===== src/rtl/cn_min_track_pkg.sv =====
// Shared widths, sentinels, magnitude helper and FSM encoding for the
// check-node minimum tracker and its downstream output stage.
package cn_min_track_pkg;

    localparam int DATA_W = 8;
    localparam int IDX_W  = 8;

    localparam logic [DATA_W-1:0] MAG_MAX  = '1;
    localparam logic [IDX_W-1:0]  IDX_NONE = '1;

    typedef enum logic {
        EMPTY = 1'b0,
        ACC   = 1'b1
    } state_t;

    // The most negative code has no positive twin, so it clips to the largest positive value.
    function automatic logic [DATA_W-1:0] sat_mag(input logic [DATA_W-1:0] d);
        logic [DATA_W-1:0] m;
        if (!d[DATA_W-1])
            m = d;
        else if (d[DATA_W-2:0] == '0)
            m = {1'b0, {(DATA_W-1){1'b1}}};
        else
            m = -d;
        return m;
    endfunction

endpackage


===== src/rtl/cn_mag_sat.sv =====
// Combinational saturating absolute value of a two's complement message.
// Zero latency, no flow control.
module cn_mag_sat #(
    parameter int w = 8
) (
    input  logic [w-1:0] d,
    output logic [w-1:0] mag
);

    always_comb begin
        if (!d[w-1])
            mag = d;
        else if (d[w-2:0] == '0)
            mag = {1'b0, {(w-1){1'b1}}};
        else
            mag = -d;
    end

endmodule


===== src/rtl/cn_min_track.sv =====
// Streaming two-minimum / sign-parity tracker for one check-node row.
// Result one cycle after the closing beat; a held, unconsumed result stalls every input beat.
module cn_min_track
    import cn_min_track_pkg::*;
#(
    parameter int data_w  = DATA_W,
    parameter int idx_w   = IDX_W,
    parameter int max_deg = 32,
    parameter int cnt_w   = 6
) (
    input  logic                 clk,
    input  logic                 rst,
    input  logic                 in_valid,
    output logic                 in_ready,
    input  logic [data_w-1:0]    in_data,
    input  logic [idx_w-1:0]     in_idx,
    input  logic                 in_last,
    output logic                 out_valid,
    input  logic                 out_ready,
    output logic [2*data_w-1:0]  out,
    output logic [2*idx_w-1:0]   idx_out,
    output logic                 sign_out,
    output logic [cnt_w-1:0]     deg_out,
    output logic                 ovf_out
);

    logic [data_w-1:0] mag;
    logic [data_w-1:0] min1, min2, min1_n, min2_n;
    logic [idx_w-1:0]  idx1, idx2, idx1_n, idx2_n;
    logic              sign, sign_n;
    logic [cnt_w-1:0]  cnt, cnt_n;
    logic              accept, close;
    state_t            state;

    cn_mag_sat #(.w(data_w)) u_mag (
        .d   (in_data),
        .mag (mag)
    );

    assign in_ready = !(out_valid && !out_ready);
    assign accept   = in_valid && in_ready;

    // Strict compares keep the earlier beat on ties.
    always_comb begin
        min1_n = min1;
        min2_n = min2;
        idx1_n = idx1;
        idx2_n = idx2;
        if (mag < min1) begin
            min2_n = min1;
            idx2_n = idx1;
            min1_n = mag;
            idx1_n = in_idx;
        end else if (mag < min2) begin
            min2_n = mag;
            idx2_n = in_idx;
        end
        sign_n = sign ^ in_data[data_w-1];
        cnt_n  = cnt + cnt_w'(1);
    end

    assign close = accept && (in_last || cnt_n == cnt_w'(max_deg));

    always_ff @(posedge clk or posedge rst) begin
        if (rst) begin
            state <= EMPTY;
            min1  <= {data_w{1'b1}};
            min2  <= {data_w{1'b1}};
            idx1  <= {idx_w{1'b1}};
            idx2  <= {idx_w{1'b1}};
            sign  <= 1'b0;
            cnt   <= '0;
        end else if (accept) begin
            if (close) begin
                min1 <= {data_w{1'b1}};
                min2 <= {data_w{1'b1}};
                idx1 <= {idx_w{1'b1}};
                idx2 <= {idx_w{1'b1}};
                sign <= 1'b0;
                cnt  <= '0;
            end else begin
                min1 <= min1_n;
                min2 <= min2_n;
                idx1 <= idx1_n;
                idx2 <= idx2_n;
                sign <= sign_n;
                cnt  <= cnt_n;
            end
            case (state)
                EMPTY:   if (!close) state <= ACC;
                ACC:     if (close) state <= EMPTY;
                default: state <= EMPTY;
            endcase
        end
    end

    // One-slot result buffer; a close in the consume cycle reloads it without a gap.
    always_ff @(posedge clk or posedge rst) begin
        if (rst) begin
            out_valid <= 1'b0;
            out       <= '0;
            idx_out   <= '0;
            sign_out  <= 1'b0;
            deg_out   <= '0;
            ovf_out   <= 1'b0;
        end else if (close) begin
            out_valid <= 1'b1;
            out       <= {min2_n, min1_n};
            idx_out   <= {idx2_n, idx1_n};
            sign_out  <= sign_n;
            deg_out   <= cnt_n;
            ovf_out   <= !in_last;
        end else if (out_valid && out_ready) begin
            out_valid <= 1'b0;
        end
    end

endmodule


===== config.mk =====
export PLATFORM = sky130hd
export DESIGN_NAME = cn_min_track
export DESIGN_NICKNAME = d
export VERILOG_FILES = /design/src/rtl/cn_min_track_pkg.sv /design/src/rtl/cn_mag_sat.sv /design/src/rtl/cn_min_track.sv
export SDC_FILE = /design/constraint.sdc
export NUM_CORES = 1
export LEC_CHECK = 0
export BUFFER_PORTS_ARGS = -buffer_cell sky130_fd_sc_hd__buf_2
export CAP_MARGIN = 20
export CORE_ASPECT_RATIO = 1.1
export CORE_MARGIN = 1.5
export CORE_UTILIZATION = 50
export DETAILED_ROUTE_END_ITERATION = 8
export GPL_TIMING_DRIVEN = 0
export MAX_ROUTING_LAYER = met4
export PLACE_DENSITY = 0.7
export SLEW_MARGIN = 10
export SYNTH_ARGS = -nofsm -noshare
export SYNTH_HDL_FRONTEND = slang
export SYNTH_SLANG_ARGS = --single-unit

===== constraint.sdc =====
create_clock -name clk -period 3.35 [get_ports clk]
set_input_delay 0.67 -clock clk [delete_from_list [all_inputs] [get_ports clk]]
set_output_delay 0.67 -clock clk [all_outputs]
set_load 0.03 [all_outputs]

==> results.py, run 1 <==
metrics = {
    "outcome": {
        "outcome": "finished clean",
    },
    "cells_and_area": {
        "finalNonFillerCells": 632,
        "fin_nets": 553,
        "final_core_util_pct": 66.2,
        "syn_to_final_growth_pct": 29.0,
        "fin_area_sq_um": 5510,
        "diodes": 0,
        "drive_above_1_share_pct": 34.9,
    },
    "synthesis": {
        "synth_area_sq_um": 4270,
        "async_flop_share_pct": 100,
        "ys_ff_latch": 80,
        "yosys_warnings": 0,
        "yosysSeqAreaShare_pct": 47.8,
        "synth-edff-count": 0,
        "syn_area_per_cell_sq_um": 10.0,
        "synth_top_area_share_pct": 28.1,
        "synth_top_area_cell": "dfrtp_1",
        "synthFlopType": "dfrtp_1",
        "synthCells": 426,
        "syn-num-nets": 463,
        "synthTopCellsByArea": "dfrtp_1, dfstp_2, mux2i_1",
        "ys_types": 53,
    },
    "detailed_routing": {
        "first_iter_violations": 145,
        "ant_nets": 0,
        "drc": 0,
        "wl_per_cell_microns": 17.8,
        "num_vias": 3648,
        "routed_wirelength_microns": 11200,
        "drt_first_pass_iters": 5,
        "via_per_inst": 5.77,
    },
    "timing": {
        "worst_pin_slew_ns": 0.756,
        "final-max-slew-violation-count": 0,
        "worst_clock_skew_ns": 0.00731,
        "finalCriticalPeriod_ns": 3.30,
        "setup_viol": 0,
        "hold_viol": 0,
        "clock.fmax_ghz": 0.303,
        "period_share_pct": 98.5,
        "slew_headroom_pct": 49.4,
    },
    "floorplanning": {
        "die_w_microns": 91.1,
        "core_area_sq_um": 8320,
        "placementRows": 35,
        "io_pins": 63,
        "die_y_microns": 99.9,
        "initial_core_util_pct": 51.3,
        "dieArea_sq_um": 9100,
    },
    "cts": {
        "cts_sinks": 80,
        "root_buffer": "clkbuf_8",
        "cts_hold_buf": 0,
        "h-tree-depth": 3,
        "clockBufferDepth": 2,
        "clock_latency_ns": 0.36,
        "clk_pin_slew_ns": 0.08,
        "cts_buffers": 9,
        "cts_tree": "yes",
    },
    "worst_setup_path": {
        "cp_max_fo": 10,
        "cp.arrival_ns": 3.58,
        "crit_cells": 15,
        "r2r-start": "min1[1]",
        "cp-start-kind": "input port",
        "worstPathRequired_ns": 3.63,
        "reg2reg_setup_slack_ns": 0.62,
        "crit_type": "input port to flop",
        "end_kind": "flop",
        "slowest_stage": "or4b_1",
        "cpPeakStageDelay_ns": 0.52,
        "critPathTopFamily": "simple AND/OR/NAND/NOR gates",
        "crit_buf_inv": 4,
        "reg2reg_depth": 9,
        "regToRegEndpoint": "min2[3]",
        "worstPathCellList": "buf_4 > inv_12 > ha_4 > nor4b_4 > buf_4 > a21oi_4 > a21oi_4 > ha_2 > or4b_1 > a31o_2 > a41oi_2 > or3b_4 > clkbuf_8 > o22ai_1 > a21oi_1",
    },
    "global_routing": {
        "grt_busiest_layer": "met2",
        "antenna_found_initial": 0,
        "grtUsageTotal_pct": 25.9,
        "use_met3_pct": 3.64,
        "use_met1_pct": 32.2,
        "grt_max_degree": 45,
        "grt_pass1_vias": 3531,
        "grt_overflow_total": 0,
        "grt_pass1_wl_microns": 17800,
        "grt_util_met2_pct": 43.3,
    },
    "placement": {
        "dpl_cell_area_sq_um": 4810,
        "dp_hpwl_microns": 7470,
        "io_buffers": 62,
        "dp.cells": 600,
        "routabilityCongestion": 0.866,
    },
    "pwr": {
        "comb_power_share_pct": 31.2,
        "peakVddDrop_mv": 0.273,
        "seqPwrFrac_pct": 42.4,
        "p_leak_nw": 2.48,
        "switching_share_pct": 35.2,
        "p_per_area_nw_per_um2": 559,
        "p_int_mw": 1.99,
        "p_sw_mw": 1.08,
        "pwr-share-clk_pct": 26.4,
    },
    "min_path": {
        "min_path_type": "input port to asynchronous set/reset pin",
    },
    "job": {
        "drv_cap": 0,
    },
}
==> per-layer routing <==
layer  vias up  part of all wire (%)
met5         -                     0
met4         0                   2.0
met3        20                   4.4
met2       107                    50
met1      1802                    44
li1       1719                     -
==> cell usage in the layout, fill, tap and decap left out, types with 3 or more instances in the layout <==
cell type  count
o21a_1         8
buf_2         60
nor2_1         9
buf_12         3
ha_1          11
inv_1         19
mux2i_1       24
nand2_1       52
ha_4           3
nand3_1        6
buf_6          4
a21oi_4        5
o22ai_1       16
buf_4         20
a21oi_1       22
nand2b_1       4
and2_1         7
o31ai_1        3
o21ai_0       39
mux2i_4        7
dfstp_2       32
o21ai_1       13
a22o_1         7
dfrtp_1       48
clkbuf_8      13
clkbuf_1      11
and2_0         3
o22a_1        16
==> worst register-to-register path, stage by stage (launching register included) <==
cell and delay [ns]:
dfstp_2 0.58, inv_1 0.06, ha_2 0.18, or4b_1 0.52, a31o_2 0.23, a41oi_2 0.20, or3b_4 0.45, clkbuf_8 0.19
o22ai_1 0.16, a21oi_1 0.07
==> final cells by class <==
class	count	area (sq um)
Fill cell	692	2810
Multi-Input combinational cell	299	2310
Sequential cell	80	2040
Timing Repair Buffer	81	488
Buffer	23	204
Clock buffer	12	145
Tap cell	111	139
Inverter	22	105
Clock inverter	4	76.3
==> worst max-delay path by stage <==
stage | from | slack (ns) | to
CTS | in_data[0] | 0.02 | out[9]
floorplan | in_data[1] | -0.21 | out[9]
global route | in_data[1] | -0.04 | out[14]
global placement | in_data[1] | -0.96 | out[15]
detailed placement | in_data[1] | -0.98 | out[15]
finish | in_data[1] | 0.05 | min2[3]
==> kinds of logic (layout without fill, tap and decap cells) <==
logic type      after synthesis  after routing  share of synthesized area (%)
compound gates              147            147                           22.2
simple gates                100            100                           11.5
flops                        80             80                           47.8
buf+inv                      47            142                           5.45
mux                          32             32                           7.50
fa+ha+maj                    16             16                           4.69
xor+xnor                      4              4                          0.821
==> timing repair <==
| action | 4_1_cts | 5_1_grt |
|---|---|---|
| cloned | 0 | 1 |
| setup endpoints to repair | 59 | 62 |
| pin swaps | 6 | 11 |
| resized for setup | 44 | 26 |
| setup buffers | 9 | 8 |
==> state kept, by name, summed over array words and instances (netlist names) <==
signal	flops
idx_out	16
out	16
idx1	8
idx2	8
min1	8
min2	8
cnt	6
deg_out	6
out_valid	1
ovf_out	1
sign	1
sign_out	1
==> Yosys cell counts, types with 3 or more instances <==
library cell and instances:
o21a_1 8, clkbuf_1 16, ha_1 16, nor2_1 11
mux2i_1 32, inv_1 22, buf_6 3, dfstp_2 32
o21ai_1 9, nand3_1 6, dfrtp_1 48, o21ai_0 44
and2_1 7, o31ai_1 4, a22o_1 7, o22a_1 16
nand2_1 52, o22ai_1 16, a21oi_1 26, and2_0 3
nand2b_1 5, nor2b_1 3
==> through the flow <==
| step | worst slack (ns) | hold WS, ns | TNS [ns] | power [mW] |
|---|---|---|---|---|
| 2_1_floorplan | -0.210 | 0.476 | -1.97 | 1.89 |
| 3_3_place_gp | -0.960 | 0.454 | -57.96 | 2.14 |
| 3_5_place_dp | -0.982 | 0.459 | -47.60 | 2.16 |
| 4_1_cts | 0.0158 | 0.343 | 0 | 3.03 |
| 5_1_grt | -0.0423 | 0.369 | -0.300 | 3.23 |
| 6_report | 0.0512 | 0.327 | 0 | 3.08 |
==> power groups by stage <==
stage	Clock [mW]	Combinational, mW	Sequential (mW)
final	0.813	0.959	1.31
after global routing	0.859	1.04	1.33
after CTS	0.825	0.906	1.30
after detailed placement	0	0.849	1.32
after global placement	0	0.832	1.31
after floorplan	0	0.400	1.49
Power figures use the tool's default switching activity.
==> inputs of run 2 (changes only) <==
Settings changed: BUFFER_PORTS_ARGS -buffer_cell sky130_fd_sc_hd__buf_2 to -buffer_cell sky130_fd_sc_hd__clkbuf_2.
Clock period 3.35 ns to 4.1 ns, I/O delays scaled along.
==> run 2 against run 1 <==
Effect of this change: wire length shrank 5.1%; global-route usage shrank 0.070 points; critical path depth is 1 lower; sequential share of layout area up 3.7 points; first-iteration DRC count is 9.7% lower; sequential cell count unchanged; final cell count shrank 1.9%; clock skew is 0.0015 ns higher; critical path type unchanged; largest power group unchanged.
==> results.py, run 2 (synthesis gave the netlist of run 1 again) <==
metrics = {
    "worst_setup_path": {
        "crit_start": "in_data[0]",
        "end_kind": "flop",
        "worstPathRequired_ns": 4.39,
        "cp.arrival_ns": 4.21,
        "cp_max_fo": 10,
        "r2r-start": "min1[1]",
        "cp-start-kind": "input port",
        "crit_type": "input port to flop",
    },
    "cts": {
        "cts_hold_buf": 0,
        "clockBufferDepth": 2,
        "root_buffer": "clkbuf_8",
        "clock_latency_ns": 0.37,
        "cts_tree": "yes",
        "cts_buffers": 9,
        "clk_pin_slew_ns": 0.08,
        "h-tree-depth": 3,
        "cts_sinks": 80,
    },
    "placement": {
        "dpl_worst_slack_ns": -0.539,
        "dp.cells": 600,
        "routabilityCongestion": 0.878,
        "dp_hpwl_microns": 7530,
        "io_buffers": 62,
        "dpl_cell_area_sq_um": 4750,
    },
    "global_routing": {
        "grt_max_degree": 58,
        "antenna_found_initial": 0,
        "grtUsageTotal_pct": 25.8,
        "grt_pass1_vias": 3545,
        "grt_pass1_wl_microns": 17600,
        "grt_overflow_total": 0,
    },
    "cells_and_area": {
        "fin_area_sq_um": 5000,
        "layout_commonest_cell": "clkbuf_2",
        "diodes": 0,
        "drive_above_1_share_pct": 26.7,
        "syn_to_final_growth_pct": 17.2,
        "final_core_util_pct": 60.2,
        "reg_top3": "idx_out (16), out (16)",
        "finalNonFillerCells": 620,
        "fin_nets": 541,
        "layout_common_cells": "clkbuf_2, nand2_1, dfrtp_1",
    },
    "pwr": {
        "comb_power_share_pct": 29.7,
        "seqPwrFrac_pct": 45.5,
        "peakVddDrop_mv": 0.224,
        "p_sw_mw": 0.848,
        "design_power_total_mw": 2.34,
        "switching_share_pct": 36.3,
        "p_leak_nw": 2.35,
        "p_per_area_nw_per_um2": 467,
        "pwr-share-clk_pct": 24.8,
        "p_int_mw": 1.49,
    },
    "timing": {
        "layout_setup_ws_ns": 0.181,
        "worst_clock_skew_ns": 0.00885,
        "final-max-slew-violation-count": 0,
        "worst_pin_slew_ns": 0.620,
        "period_share_pct": 95.6,
        "slew_headroom_pct": 58.5,
        "hold-worst-slack_ns": 0.404,
        "clock.fmax_ghz": 0.255,
        "setup_viol": 0,
        "finalCriticalPeriod_ns": 3.92,
        "hold_viol": 0,
        "rsz0062_at_grt": "false",
        "fin_tns_setup_ns": 0,
    },
    "floorplanning": {
        "placementRows": 35,
        "io_pins": 63,
        "core_area_sq_um": 8320,
        "die_w_microns": 91.1,
        "initial_core_util_pct": 51.3,
        "die_y_microns": 99.9,
        "dieArea_sq_um": 9100,
    },
    "detailed_routing": {
        "num_vias": 3545,
        "wl_per_cell_microns": 17.2,
        "routed_wirelength_microns": 10700,
        "drc": 0,
        "drt_first_pass_iters": 4,
        "ant_nets": 0,
        "first_iter_violations": 131,
        "via_per_inst": 5.72,
    },
    "min_path": {
        "min_path_type": "input port to asynchronous set/reset pin",
    },
    "job": {
        "drv_cap": 0,
    },
    "outcome": {
        "outcome": "finished clean",
    },
}
==> run 2: critical path: stages <==
cell and delay, ns:
clkbuf_2 0.13, inv_1 0.06, ha_1 0.23, nor4b_4 0.17, a21boi_0 0.29, o31ai_2 0.14
ha_1 0.20, or4b_1 0.46, a31o_2 0.23, a41oi_1 0.33, or3b_1 0.38, clkbuf_1 0.15
clkbuf_1 0.31, o22a_1 0.32
==> run 2: layout make-up <==
cell class	count	area, sq um
Inverter	22	85.1
Clock inverter	5	56.3
Buffer	25	154
Fill cell	757	3320
Tap cell	111	139
Multi-Input combinational cell	299	2030
Timing Repair Buffer	67	368
Clock buffer	11	131
Sequential cell	80	2040
==> run 2: final timing paths <==
check                             endpoint  slack (ns)  cells past startpoint
worst max-delay path               idx1[2]        0.18                     14
worst min-delay path                cnt[3]        0.40                      2
worst max register to register     idx1[2]        0.97                      9
worst min register to register  idx_out[4]        0.48                      2
max in group asynchronous          min1[2]        3.06                      3
min in group clk                idx_out[4]        0.48                      2
==> run 2: power groups by stage <==
| stage | registers (mW) | clock network, mW | logic, mW |
|---|---|---|---|
| after floorplan | 1.22 | 0 | 0.320 |
| after global placement | 1.07 | 0 | 0.668 |
| after detailed placement | 1.08 | 0 | 0.686 |
| after CTS | 1.06 | 0.587 | 0.692 |
| after global routing | 1.09 | 0.622 | 0.759 |
| final | 1.06 | 0.580 | 0.694 |
==> run 2: routing by layer <==
layer	vias up	global-route usage, %	part of all wire [%]
met4	0	9.50	1.8
met5	-	-	0
li1	1684	-	-
met3	18	5.53	4.3
met2	77	42.2	50
met1	1766	31.6	44
==> run 2: timing repair <==
action	in CTS	in global routing
resized for setup	1	9
setup buffers	2	2
setup endpoints to repair	33	44
endpoints found under the hold margin	0	0
pin swaps	1	1
==> inputs of run 3 (changes only) <==
Settings changed: CELL_PAD_IN_SITES_DETAIL_PLACEMENT set to 1, CELL_PAD_IN_SITES_GLOBAL_PLACEMENT set to 1, CORE_UTILIZATION 50 to 48, PLACE_DENSITY 0.7 to 0.94.
==> run 3 against run 2 <==
Effect of this change: global-route usage up 4.5 points; final cell count up 0.48%; non-clock buffer count up 3; wire length up 24%; critical path type unchanged; critical endpoint is now out[5]; highest routed layer unchanged.
==> results.py, run 3 (synthesis gave the netlist of run 1 again) <==
metrics = {
    "cells_and_area": {
        "fin_area_sq_um": 5040,
        "fin_nets": 544,
        "layout_commonest_cell": "clkbuf_2",
        "drive_above_1_share_pct": 28.1,
        "layout_common_cells": "clkbuf_2, nand2_1, dfrtp_1",
        "reg_top3": "idx_out (16), out (16)",
        "diodes": 0,
        "nFillCells": 1004,
        "syn_to_final_growth_pct": 18.0,
    },
    "global_routing": {
        "grt_max_degree": 68,
        "antenna_found_initial": 0,
        "grtUsageTotal_pct": 30.3,
        "grt_overflow_total": 0,
        "grt_pass1_wl_microns": 21100,
        "grt_pass1_vias": 4068,
    },
    "worst_setup_path": {
        "worstPathRequired_ns": 4.33,
        "worstPathCellList": "clkbuf_2 > inv_1 > ha_1 > or3b_2 > and3_2 > a21oi_2 > ha_1 > nand3_1 > a21boi_0 > o21a_1 > nand2b_1 > clkbuf_4 > buf_4 > mux2i_1 > o21ai_0",
        "cp_max_fo": 10,
        "regToRegEndpoint": "out[5]",
        "slowest_stage": "or3b_2",
        "reg2reg_depth": 10,
        "r2r-start": "min1[1]",
        "cp_common_cell": "ha_1",
        "cpPeakStageDelay_ns": 0.49,
        "reg2reg_setup_slack_ns": 1.04,
        "cp-start-kind": "input port",
        "cp.arrival_ns": 4.19,
        "crit_type": "input port to flop",
        "end_kind": "flop",
    },
    "floorplanning": {
        "placementRows": 35,
        "initial_core_util_pct": 50.3,
        "dieArea_sq_um": 9470,
        "io_pins": 63,
        "core_area_sq_um": 8500,
        "die_w_microns": 92.9,
        "die_y_microns": 102,
    },
    "placement": {
        "io_buffers": 62,
        "routabilityCongestion": 0.881,
        "dpl_worst_slack_ns": -0.569,
        "dpl_cell_area_sq_um": 4750,
        "dp_hpwl_microns": 9120,
    },
    "outcome": {
        "outcome": "finished clean",
    },
    "min_path": {
        "min_path_type": "input port to asynchronous set/reset pin",
    },
    "pwr": {
        "seqPwrFrac_pct": 45.2,
        "p_sw_mw": 0.908,
        "peakVddDrop_mv": 0.191,
        "pwr-share-clk_pct": 24.1,
        "design_power_total_mw": 2.38,
        "p_int_mw": 1.47,
        "p_per_area_nw_per_um2": 472,
        "p_leak_nw": 2.38,
        "comb_power_share_pct": 30.7,
        "switching_share_pct": 38.2,
    },
    "cts": {
        "clock_latency_ns": 0.37,
        "cts_sinks": 80,
        "root_buffer": "clkbuf_8",
        "clk_pin_slew_ns": 0.09,
        "cts_buffers": 9,
        "cts_tree": "yes",
        "h-tree-depth": 3,
        "cts_hold_buf": 0,
        "clockBufferDepth": 2,
    },
    "timing": {
        "finalCriticalPeriod_ns": 3.96,
        "period_share_pct": 96.5,
        "worst_clock_skew_ns": 0.0131,
        "final-max-slew-violation-count": 0,
        "hold_viol": 0,
        "worst_pin_slew_ns": 0.751,
        "slew_headroom_pct": 49.7,
        "clock.fmax_ghz": 0.253,
        "layout_setup_ws_ns": 0.143,
        "hold-worst-slack_ns": 0.356,
        "setup_viol": 0,
    },
    "detailed_routing": {
        "wl_per_cell_microns": 21.3,
        "drc": 0,
        "drt_first_pass_iters": 4,
        "routed_wirelength_microns": 13300,
        "via_per_inst": 6.03,
        "ant_nets": 0,
        "first_iter_violations": 146,
        "num_vias": 3755,
    },
    "job": {
        "drv_cap": 0,
    },
}
==> run 3: cell types whose count changed in the layout (fill, tap and decap cells not counted), sizes merged <==
cell	before	now
clkinv	2	3
buf	12	16
clkbuf	90	89
bufinv	1	0
==> run 3: power by group through the flow <==
stage,clock (mW),sequential (mW),combinational (mW)
finish,0.573,1.07,0.731
global route,0.609,1.09,0.788
CTS,0.571,1.07,0.718
detailed placement,0,1.08,0.705
global placement,0,1.07,0.665
floorplan,0,1.22,0.320
==> run 3: layout make-up <==
type	count	area [sq um]	area share, %
buffer	25	158	3.13
clock buffer	11	151	3.00
clock inverter	5	38.8	0.770
inverter	22	85.1	1.69
multi-input combinational	299	2030	40.4
sequential	80	2040	40.5
tap	111	139	2.76
timing repair buffer	70	390	7.75
==> run 3: critical path, delay by kind of cell <==
kind / cells / cell delay (ns)
fa+ha+maj: 2 / 0.45
simple gates: 4 / 1.07
compound gates: 4 / 0.75
buf+inv: 4 / 0.74
mux: 1 / 0.36
==> run 3: what timing repair did <==
item,4_1_cts,5_1_grt
hold endpoints to repair,0,0
cloned,0,0
resized for setup,2,16
pin swaps,1,1
buffers inserted,3,4
endpoints found under the setup margin,41,54
==> run 3: layer usage <==
layer	global-route usage [%]	vias to the layer above	part of all wire, %
met5	-	-	0
li1	-	1696	-
met3	3.87	29	4.4
met1	34.7	1914	40
met4	14.1	0	3.0
met2	52.7	116	52
==> run 3: worst max path at each step <==
| stage | slack [ns] | cells after the start | from | endpoint |
|---|---|---|---|---|
| after CTS | 0.01 | 14 | in_data[0] | idx1[0] |
| after global routing | -0.005 | 14 | in_data[0] | out[8] |
| final | 0.14 | 15 | in_data[0] | out[5] |
| after floorplan | 0.25 | 13 | in_data[0] | out[9] |
| after global placement | -0.44 | 14 | in_data[0] | out[15] |
| after detailed placement | -0.57 | 14 | in_data[0] | out[15] |
==> run 3: per-stage QoR <==
stage               util [%]  TNS (ns)  std cells
global route            59.3  -0.00473        623
global placement        55.6    -15.01        599
floorplan                  -         0        426
detailed placement      55.9    -24.92        600
finish                  59.3         0        623
CTS                     58.5         0        619
